**src/rtl/wb_pkg.sv**
```systemverilog
// -----------------------------------------------------------------------------
// wb_pkg
//
// Shared types for the single-command Wishbone B4 classic master.
//   wb_master_state_t : bus-cycle controller states
//   wb_phase_t        : progress through a read-modify-write command
// -----------------------------------------------------------------------------
package wb_pkg;

    typedef enum logic [1:0] {
        IDLE   = 2'd0,  // waiting for a command, cmd_ready_o high
        STROBE = 2'd1,  // stb_o high, waiting for ack_i / err_i / timeout
        GAP    = 2'd2,  // RMW only: one stb_o-low cycle with cyc_o held
        RESP   = 2'd3   // response presented, waiting for rsp_ready_i
    } wb_master_state_t;

    typedef enum logic {
        PHASE_READ  = 1'b0,
        PHASE_WRITE = 1'b1
    } wb_phase_t;

endpackage : wb_pkg

```
**src/rtl/wb_timeout_counter.sv**
```systemverilog
// -----------------------------------------------------------------------------
// wb_timeout_counter
//
// Counts cycles in which a strobe is outstanding and unanswered. 'expired'
// is combinational and rises in the TIMEOUT-th counted cycle, so the
// controller can close the cycle on that same edge and stb_o ends up high
// for exactly TIMEOUT cycles. TIMEOUT = 0 never expires.
//
// Ports:
//   clk_i   in  clock
//   rst_i   in  asynchronous active-high reset (count -> 0)
//   clear   in  force the count to 0 (held while not strobing)
//   enable  in  count this cycle (strobe high, no ack/err)
//   expired out this is the last allowed unanswered cycle
// -----------------------------------------------------------------------------
module wb_timeout_counter #(
    parameter int TIMEOUT = 255
) (
    input  logic clk_i,
    input  logic rst_i,
    input  logic clear,
    input  logic enable,
    output logic expired
);

    localparam int CW = (TIMEOUT > 0) ? $clog2(TIMEOUT + 1) : 1;
    localparam logic [CW-1:0] LAST  = (TIMEOUT > 0) ? CW'(TIMEOUT - 1) : '0;
    localparam logic [CW-1:0] C_MAX = '1;

    logic [CW-1:0] count_q;
    logic [CW-1:0] count_d;

    always_comb begin
        // NOTE: every always_comb output gets a default first so no path
        // through the block leaves it unassigned and infers a latch.
        count_d = count_q;
        if (clear) begin
            count_d = '0;
        end else if (enable && (count_q != C_MAX)) begin
            count_d = count_q + 1'b1;
        end
    end

    // NOTE: asynchronous reset is in the sensitivity list; state updates use
    // non-blocking assignments so every flop samples pre-edge values.
    always_ff @(posedge clk_i or posedge rst_i) begin
        if (rst_i) begin
            count_q <= '0;
        end else begin
            count_q <= count_d;
        end
    end

    assign expired = (TIMEOUT != 0) && enable && (count_q == LAST);

endmodule : wb_timeout_counter

```
**src/rtl/wb_master_single.sv**
```systemverilog
// -----------------------------------------------------------------------------
// wb_master_single
//
// Wishbone B4 classic-cycle master executing one local command at a time as
// a SINGLE READ, SINGLE WRITE or READ-MODIFY-WRITE. Every command returns
// exactly one response (read data + error flag). Unanswered strobes are
// bounded by a timeout so a missing slave cannot hang the local side.
//
// Parameters:
//   ADDR_WIDTH, DATA_WIDTH, GRANULE (select granularity), TIMEOUT (0 = off)
//
// Ports:
//   clk_i, rst_i                 clock, asynchronous active-high reset
//   cmd_valid_i / cmd_ready_o    command handshake (ready only in IDLE)
//   cmd_adr_i, cmd_dat_i         address, write / RMW insert data
//   cmd_mask_i                   RMW bit mask (1 = take cmd_dat_i bit)
//   cmd_sel_i, cmd_we_i          granule select, write enable
//   cmd_rmw_i                    read-modify-write (overrides cmd_we_i)
//   rsp_valid_o / rsp_ready_i    response handshake, held until consumed
//   rsp_dat_o, rsp_err_o         read data (old value for RMW), error
//   adr_o, dat_o, sel_o, we_o,
//   cyc_o, stb_o                 Wishbone master outputs (all registered)
//   dat_i, ack_i, err_i          Wishbone master inputs
// -----------------------------------------------------------------------------
module wb_master_single
    import wb_pkg::*;
#(
    parameter int ADDR_WIDTH = 16,
    parameter int DATA_WIDTH = 32,
    parameter int GRANULE    = 8,
    parameter int TIMEOUT    = 255
) (
    input  logic                          clk_i,
    input  logic                          rst_i,

    input  logic                          cmd_valid_i,
    output logic                          cmd_ready_o,
    input  logic [ADDR_WIDTH-1:0]         cmd_adr_i,
    input  logic [DATA_WIDTH-1:0]         cmd_dat_i,
    input  logic [DATA_WIDTH-1:0]         cmd_mask_i,
    input  logic [DATA_WIDTH/GRANULE-1:0] cmd_sel_i,
    input  logic                          cmd_we_i,
    input  logic                          cmd_rmw_i,

    output logic                          rsp_valid_o,
    input  logic                          rsp_ready_i,
    output logic [DATA_WIDTH-1:0]         rsp_dat_o,
    output logic                          rsp_err_o,

    output logic [ADDR_WIDTH-1:0]         adr_o,
    output logic [DATA_WIDTH-1:0]         dat_o,
    output logic [DATA_WIDTH/GRANULE-1:0] sel_o,
    output logic                          we_o,
    output logic                          cyc_o,
    output logic                          stb_o,
    input  logic [DATA_WIDTH-1:0]         dat_i,
    input  logic                          ack_i,
    input  logic                          err_i
);

    localparam int SEL_WIDTH = DATA_WIDTH / GRANULE;

    wb_master_state_t        state_q,     state_d;
    wb_phase_t               phase_q,     phase_d;
    logic                    rmw_q,       rmw_d;
    logic [ADDR_WIDTH-1:0]   adr_q,       adr_d;
    logic [DATA_WIDTH-1:0]   dat_q,       dat_d;
    logic [DATA_WIDTH-1:0]   mask_q,      mask_d;
    logic [DATA_WIDTH-1:0]   old_q,       old_d;
    logic [SEL_WIDTH-1:0]    sel_q,       sel_d;
    logic                    we_q,        we_d;
    logic                    cyc_q,       cyc_d;
    logic                    stb_q,       stb_d;
    logic                    rsp_valid_q, rsp_valid_d;
    logic [DATA_WIDTH-1:0]   rsp_dat_q,   rsp_dat_d;
    logic                    rsp_err_q,   rsp_err_d;

    logic tmo_clear;
    logic tmo_enable;
    logic tmo_expired;

    // Strobe cycles are the only ones that count; leaving STROBE (response,
    // GAP) clears the count, so each new stb_o rising edge starts from 0.
    assign tmo_clear  = (state_q != STROBE);
    assign tmo_enable = (state_q == STROBE) && !ack_i && !err_i;

    wb_timeout_counter #(
        .TIMEOUT (TIMEOUT)
    ) u_timeout (
        .clk_i   (clk_i),
        .rst_i   (rst_i),
        .clear   (tmo_clear),
        .enable  (tmo_enable),
        .expired (tmo_expired)
    );

    // Combinational on purpose: reset must block acceptance immediately.
    assign cmd_ready_o = (state_q == IDLE) && !rst_i;

    always_comb begin
        state_d     = state_q;
        phase_d     = phase_q;
        rmw_d       = rmw_q;
        adr_d       = adr_q;
        dat_d       = dat_q;
        mask_d      = mask_q;
        old_d       = old_q;
        sel_d       = sel_q;
        we_d        = we_q;
        cyc_d       = cyc_q;
        stb_d       = stb_q;
        rsp_valid_d = rsp_valid_q;
        rsp_dat_d   = rsp_dat_q;
        rsp_err_d   = rsp_err_q;

        unique case (state_q)
            IDLE: begin
                if (cmd_valid_i && cmd_ready_o) begin
                    adr_d     = cmd_adr_i;
                    sel_d     = cmd_sel_i;
                    dat_d     = cmd_dat_i;
                    mask_d    = cmd_mask_i;
                    rmw_d     = cmd_rmw_i;
                    // RMW always opens with the read half.
                    we_d      = cmd_rmw_i ? 1'b0 : cmd_we_i;
                    phase_d   = PHASE_READ;
                    cyc_d     = 1'b1;
                    stb_d     = 1'b1;
                    rsp_err_d = 1'b0;
                    state_d   = STROBE;
                end
            end

            STROBE: begin
                if (err_i) begin
                    // err_i outranks a simultaneous ack_i; an RMW read error
                    // therefore never reaches the write half.
                    cyc_d       = 1'b0;
                    stb_d       = 1'b0;
                    rsp_err_d   = 1'b1;
                    rsp_dat_d   = '0;
                    rsp_valid_d = 1'b1;
                    state_d     = RESP;
                end else if (ack_i) begin
                    if (rmw_q && (phase_q == PHASE_READ)) begin
                        // Keep the bus locked (cyc_o) across the two halves.
                        old_d   = dat_i;
                        dat_d   = (dat_i & ~mask_q) | (dat_q & mask_q);
                        stb_d   = 1'b0;
                        state_d = GAP;
                    end else begin
                        cyc_d       = 1'b0;
                        stb_d       = 1'b0;
                        rsp_err_d   = 1'b0;
                        if (rmw_q) begin
                            rsp_dat_d = old_q;
                        end else if (we_q) begin
                            rsp_dat_d = '0;
                        end else begin
                            rsp_dat_d = dat_i;
                        end
                        rsp_valid_d = 1'b1;
                        state_d     = RESP;
                    end
                end else if (tmo_expired) begin
                    cyc_d       = 1'b0;
                    stb_d       = 1'b0;
                    rsp_err_d   = 1'b1;
                    rsp_dat_d   = '0;
                    rsp_valid_d = 1'b1;
                    state_d     = RESP;
                end
            end

            GAP: begin
                // One full stb_o-low cycle lets a slave drop its ack first.
                we_d    = 1'b1;
                stb_d   = 1'b1;
                phase_d = PHASE_WRITE;
                state_d = STROBE;
            end

            RESP: begin
                if (rsp_ready_i) begin
                    rsp_valid_d = 1'b0;
                    state_d     = IDLE;
                end
            end

            default: begin
                state_d = IDLE;
            end
        endcase
    end

    always_ff @(posedge clk_i or posedge rst_i) begin
        if (rst_i) begin
            state_q     <= IDLE;
            phase_q     <= PHASE_READ;
            rmw_q       <= 1'b0;
            adr_q       <= '0;
            dat_q       <= '0;
            mask_q      <= '0;
            old_q       <= '0;
            sel_q       <= '0;
            we_q        <= 1'b0;
            cyc_q       <= 1'b0;
            stb_q       <= 1'b0;
            rsp_valid_q <= 1'b0;
            rsp_dat_q   <= '0;
            rsp_err_q   <= 1'b0;
        end else begin
            state_q     <= state_d;
            phase_q     <= phase_d;
            rmw_q       <= rmw_d;
            adr_q       <= adr_d;
            dat_q       <= dat_d;
            mask_q      <= mask_d;
            old_q       <= old_d;
            sel_q       <= sel_d;
            we_q        <= we_d;
            cyc_q       <= cyc_d;
            stb_q       <= stb_d;
            rsp_valid_q <= rsp_valid_d;
            rsp_dat_q   <= rsp_dat_d;
            rsp_err_q   <= rsp_err_d;
        end
    end

    assign adr_o       = adr_q;
    assign dat_o       = dat_q;
    assign sel_o       = sel_q;
    assign we_o        = we_q;
    assign cyc_o       = cyc_q;
    assign stb_o       = stb_q;
    assign rsp_valid_o = rsp_valid_q;
    assign rsp_dat_o   = rsp_dat_q;
    assign rsp_err_o   = rsp_err_q;

endmodule : wb_master_single

```
**config.mk**
```make
export PLATFORM = sky130hd
export DESIGN_NAME = wb_master_single
export DESIGN_NICKNAME = d
export VERILOG_FILES = /design/src/rtl/wb_pkg.sv /design/src/rtl/wb_timeout_counter.sv /design/src/rtl/wb_master_single.sv
export SDC_FILE = /design/constraint.sdc
export NUM_CORES = 1
export LEC_CHECK = 0
export BUFFER_PORTS_ARGS = -buffer_cell sky130_fd_sc_hd__buf_4
export CAP_MARGIN = 20
export CORE_ASPECT_RATIO = 1.2
export CORE_MARGIN = 5
export CORE_UTILIZATION = 55
export DETAILED_ROUTE_END_ITERATION = 7
export HOLD_SLACK_MARGIN = 0.03
export PLACE_DENSITY = 0.88
export SLEW_MARGIN = 20
export SYNTH_ARGS = -nofsm -noshare
export SYNTH_HDL_FRONTEND = slang
export SYNTH_SLANG_ARGS = --single-unit
```
**constraint.sdc**
```tcl
create_clock -name clk_i -period 9.8 [get_ports clk_i]
set_clock_uncertainty 0.15 [all_clocks]
set_input_delay 0.49 -clock clk_i [delete_from_list [all_inputs] [get_ports clk_i]]
set_output_delay 0.49 -clock clk_i [all_outputs]
set_load 0.01 [all_outputs]
```
==> impl_metrics.json <==
{
  "synthCells": 817,
  "finalCritPeriodShare_pct": 30.3,
  "status": "finished clean",
  "irDropWorstVdd_mv": 0.166,
  "setup_viol": 0,
  "crit_slowest_cell": "or4b_2",
  "fmax_mhz": 337,
  "grt_pass1_vias": 6694,
  "finalCriticalPeriod_ps": 2970,
  "layout-area-overhead-vs-synth_pct": 31.6,
  "synth_area_per_cell_um2": 8.99,
  "cp_max_fo": 64,
  "power_density_nw_per_um2": 293,
  "yosys.area.top_type_share_pct": 56.2,
  "wl_per_cell_um": 17.6,
  "io_pins": 214,
  "crit_type": "flop to flop",
  "rsz0062_at_grt": "no",
  "start_kind": "flop",
  "core_um2": 13200,
  "maxSlewViolCount": 0,
  "worstPathArrival_ps": 3150,
  "dr_total_vias": 6719,
  "ant_nets": 0,
  "tns_ps": 0,
  "crit_cells": 6,
  "h-tree-depth": 4,
  "drt_iter0_drc": 559,
  "fillers": 927,
  "chipHeight_um": 137,
  "antenna_cells": 0,
  "numCtsBuffers": 17,
  "clockRootBuffer": "clkbuf_16",
  "placed_area_um2": 9010,
  "ctsResizeCount": 0,
  "rows": 46,
  "die_area_um2": 15800,
  "final_cell_area_um2": 9660,
  "synth_nets": 943,
  "drtPass1Iterations": 5,
  "cp.required_ps": 9980,
  "yosysUniqueCellTypes": 42,
  "synth.area.top_cells": "dfrtp_1 56%, nand2_1 15%, a21oi_1 6.7%",
  "max_stage_delay_ps": 720,
  "critical_path_buf_inv_count": 2,
  "io_buffer_count": 213,
  "detailed_place_hpwl_mm": 13.5,
  "cts_num_sinks": 165,
  "path_cells": "or4b_2 > buf_4 > o21ai_4 > buf_4 > a21oi_1 > a21oi_1",
  "synth_warnings": 0,
  "finalPower_uw": 2830,
  "clk_pin_slew_ps": 60,
  "synth_top_area_cell": "dfrtp_1",
  "end_kind": "flop",
  "reg2reg_slack_ps": 6830,
  "grt.overflow.total": 0,
  "grt_pass1_wl_mm": 32.8,
  "worst-r2r-cell-count": 6,
  "instances_no_fill": 1180,
  "nets": 1126,
  "grt.total_usage_pct": 26.4,
  "wl_mm": 20.7,
  "layout-drive-gt1-share_pct": 26.3,
  "antenna_found_initial": 0,
  "synth_ff_type": "dfrtp_1",
  "gp_congestion": 0.832,
  "tightestPinTransition_ps": 1110,
  "start_util_pct": 55.7,
  "final_core_util_pct": 73.3,
  "insertion_delay_ps": 410,
  "cts_hold_buf": 0,
  "post_cts_buffers": 0,
  "r2r-start": "state_q[1]",
  "drv_cap": 0,
  "dieWidth_um": 115,
  "grt_max_degree": 87,
  "crit_family": "buffers and inverters",
  "clock_path_buffers": 2,
  "startpoint": "state_q[1]",
  "ys_seq_elements": 165,
  "hold_violations": 0,
  "ys_seq_area_share_pct": 56.2,
  "viasPerCell": 5.69,
  "p_leak_uw": 0.00472,
  "slew_headroom_pct": 26.1,
  "synth_edf_count": 0,
  "cts_tree": "built",
  "dpl.cell_count": 1149,
  "async_reset_ff_share_pct": 100,
  "drt_drc_violations_left": 0,
  "syn_area_um2": 7340,
  "hp-class": "primary input to asynchronous set/reset pin"
}
power breakdown:
part	switching, uW	total (uW)	internal [uW]
clock	269	716	447
combinational	523	941	418
sequential	236	1170	937
kinds of logic (layout without fill, tap and decap cells):
| kind of cell | count (synthesis) | after routing | share of synthesized area (%) |
|---|---|---|---|
| adders and majority gates | 2 | 2 | 0.341 |
| buffers and inverters | 64 | 259 | 3.43 |
| DFF | 165 | 165 | 56.2 |
| and+or+nand+nor | 401 | 401 | 24.9 |
| muxes | 1 | 1 | 0.136 |
| AOI/OAI and AO/OA | 183 | 183 | 14.9 |
| xor gates and xnor gates | 1 | 1 | 0.119 |
metrics by stage:
| step | setup slack, ps | hold slack (ps) |
|---|---|---|
| after floorplan | 4680 | 296 |
| after global placement | 7040 | 308 |
| after detailed placement | 6920 | 313 |
| after CTS | 6880 | 94.0 |
| after global routing | 6670 | 103 |
| final | 6830 | 88.9 |
layout make-up:
cell class | count | area [um2] | area share [%]
Multi-Input combinational cell | 588 | 2990 | 30.9
Inverter | 7 | 31.3 | 0.324
Clock inverter | 11 | 173 | 1.79
Tap cell | 168 | 210 | 2.18
Timing Repair Buffer | 221 | 1660 | 17.2
Sequential cell | 165 | 4130 | 42.8
Clock buffer | 20 | 467 | 4.83
Yosys cell counts (4+ instances only):
cell type,count
a21oi_1,99
buf_1,5
buf_2,6
clkbuf_1,45
dfrtp_1,165
inv_1,7
nand2_1,299
nand2b_1,4
nand3_1,7
nor2_1,9
nor3b_1,31
o21ai_0,36
o2bb2ai_1,32
or3_1,32
layer usage:
layer / vias up / global-route usage (%) / share of wire (%)
li1: 3123 / - / -
met3: 53 / 5.79 / 7.2
met4: 0 / 10.9 / 3.7
met1: 3253 / 33.6 / 40
met5: - / 0 / 0
met2: 290 / 43.9 / 49
cells in the final DEF (no fill, tap or decap), types with 3 or more instances in the layout:
cell type / count
dfrtp_1: 163
buf_4: 220
nand3_1: 7
bufinv_16: 4
clkinv_4: 3
inv_1: 6
nor3_1: 3
o31ai_1: 3
o2bb2ai_1: 32
nor2_1: 8
clkbuf_16: 17
nand2b_1: 4
o21ai_0: 36
clkbuf_8: 3
nand2_1: 299
nor3b_1: 31
a21oi_1: 99
or3_1: 32
worst min path at each step:
stage / from / slack [ps] / to / cells after the start
after floorplan: old_q[10] / 300 / old_q[10] / 2
after global placement: old_q[9] / 310 / old_q[9] / 2
after detailed placement: adr_o[15] / 310 / adr_o[15] / 2
after CTS: cmd_mask_i[11] / 90 / mask_q[11] / 3
after global routing: cmd_adr_i[3] / 100 / adr_o[3] / 3
final: rst_i / 90 / phase_q / 2
worst reg2reg max path, delay by kind of cell, from the launching register on:
| family | cells | cell delay, ps |
|---|---|---|
| simple gates | 1 | 720 |
| flops | 1 | 580 |
| buf+inv | 2 | 910 |
| compound gates | 3 | 530 |
Power figures use the tool's default switching activity.
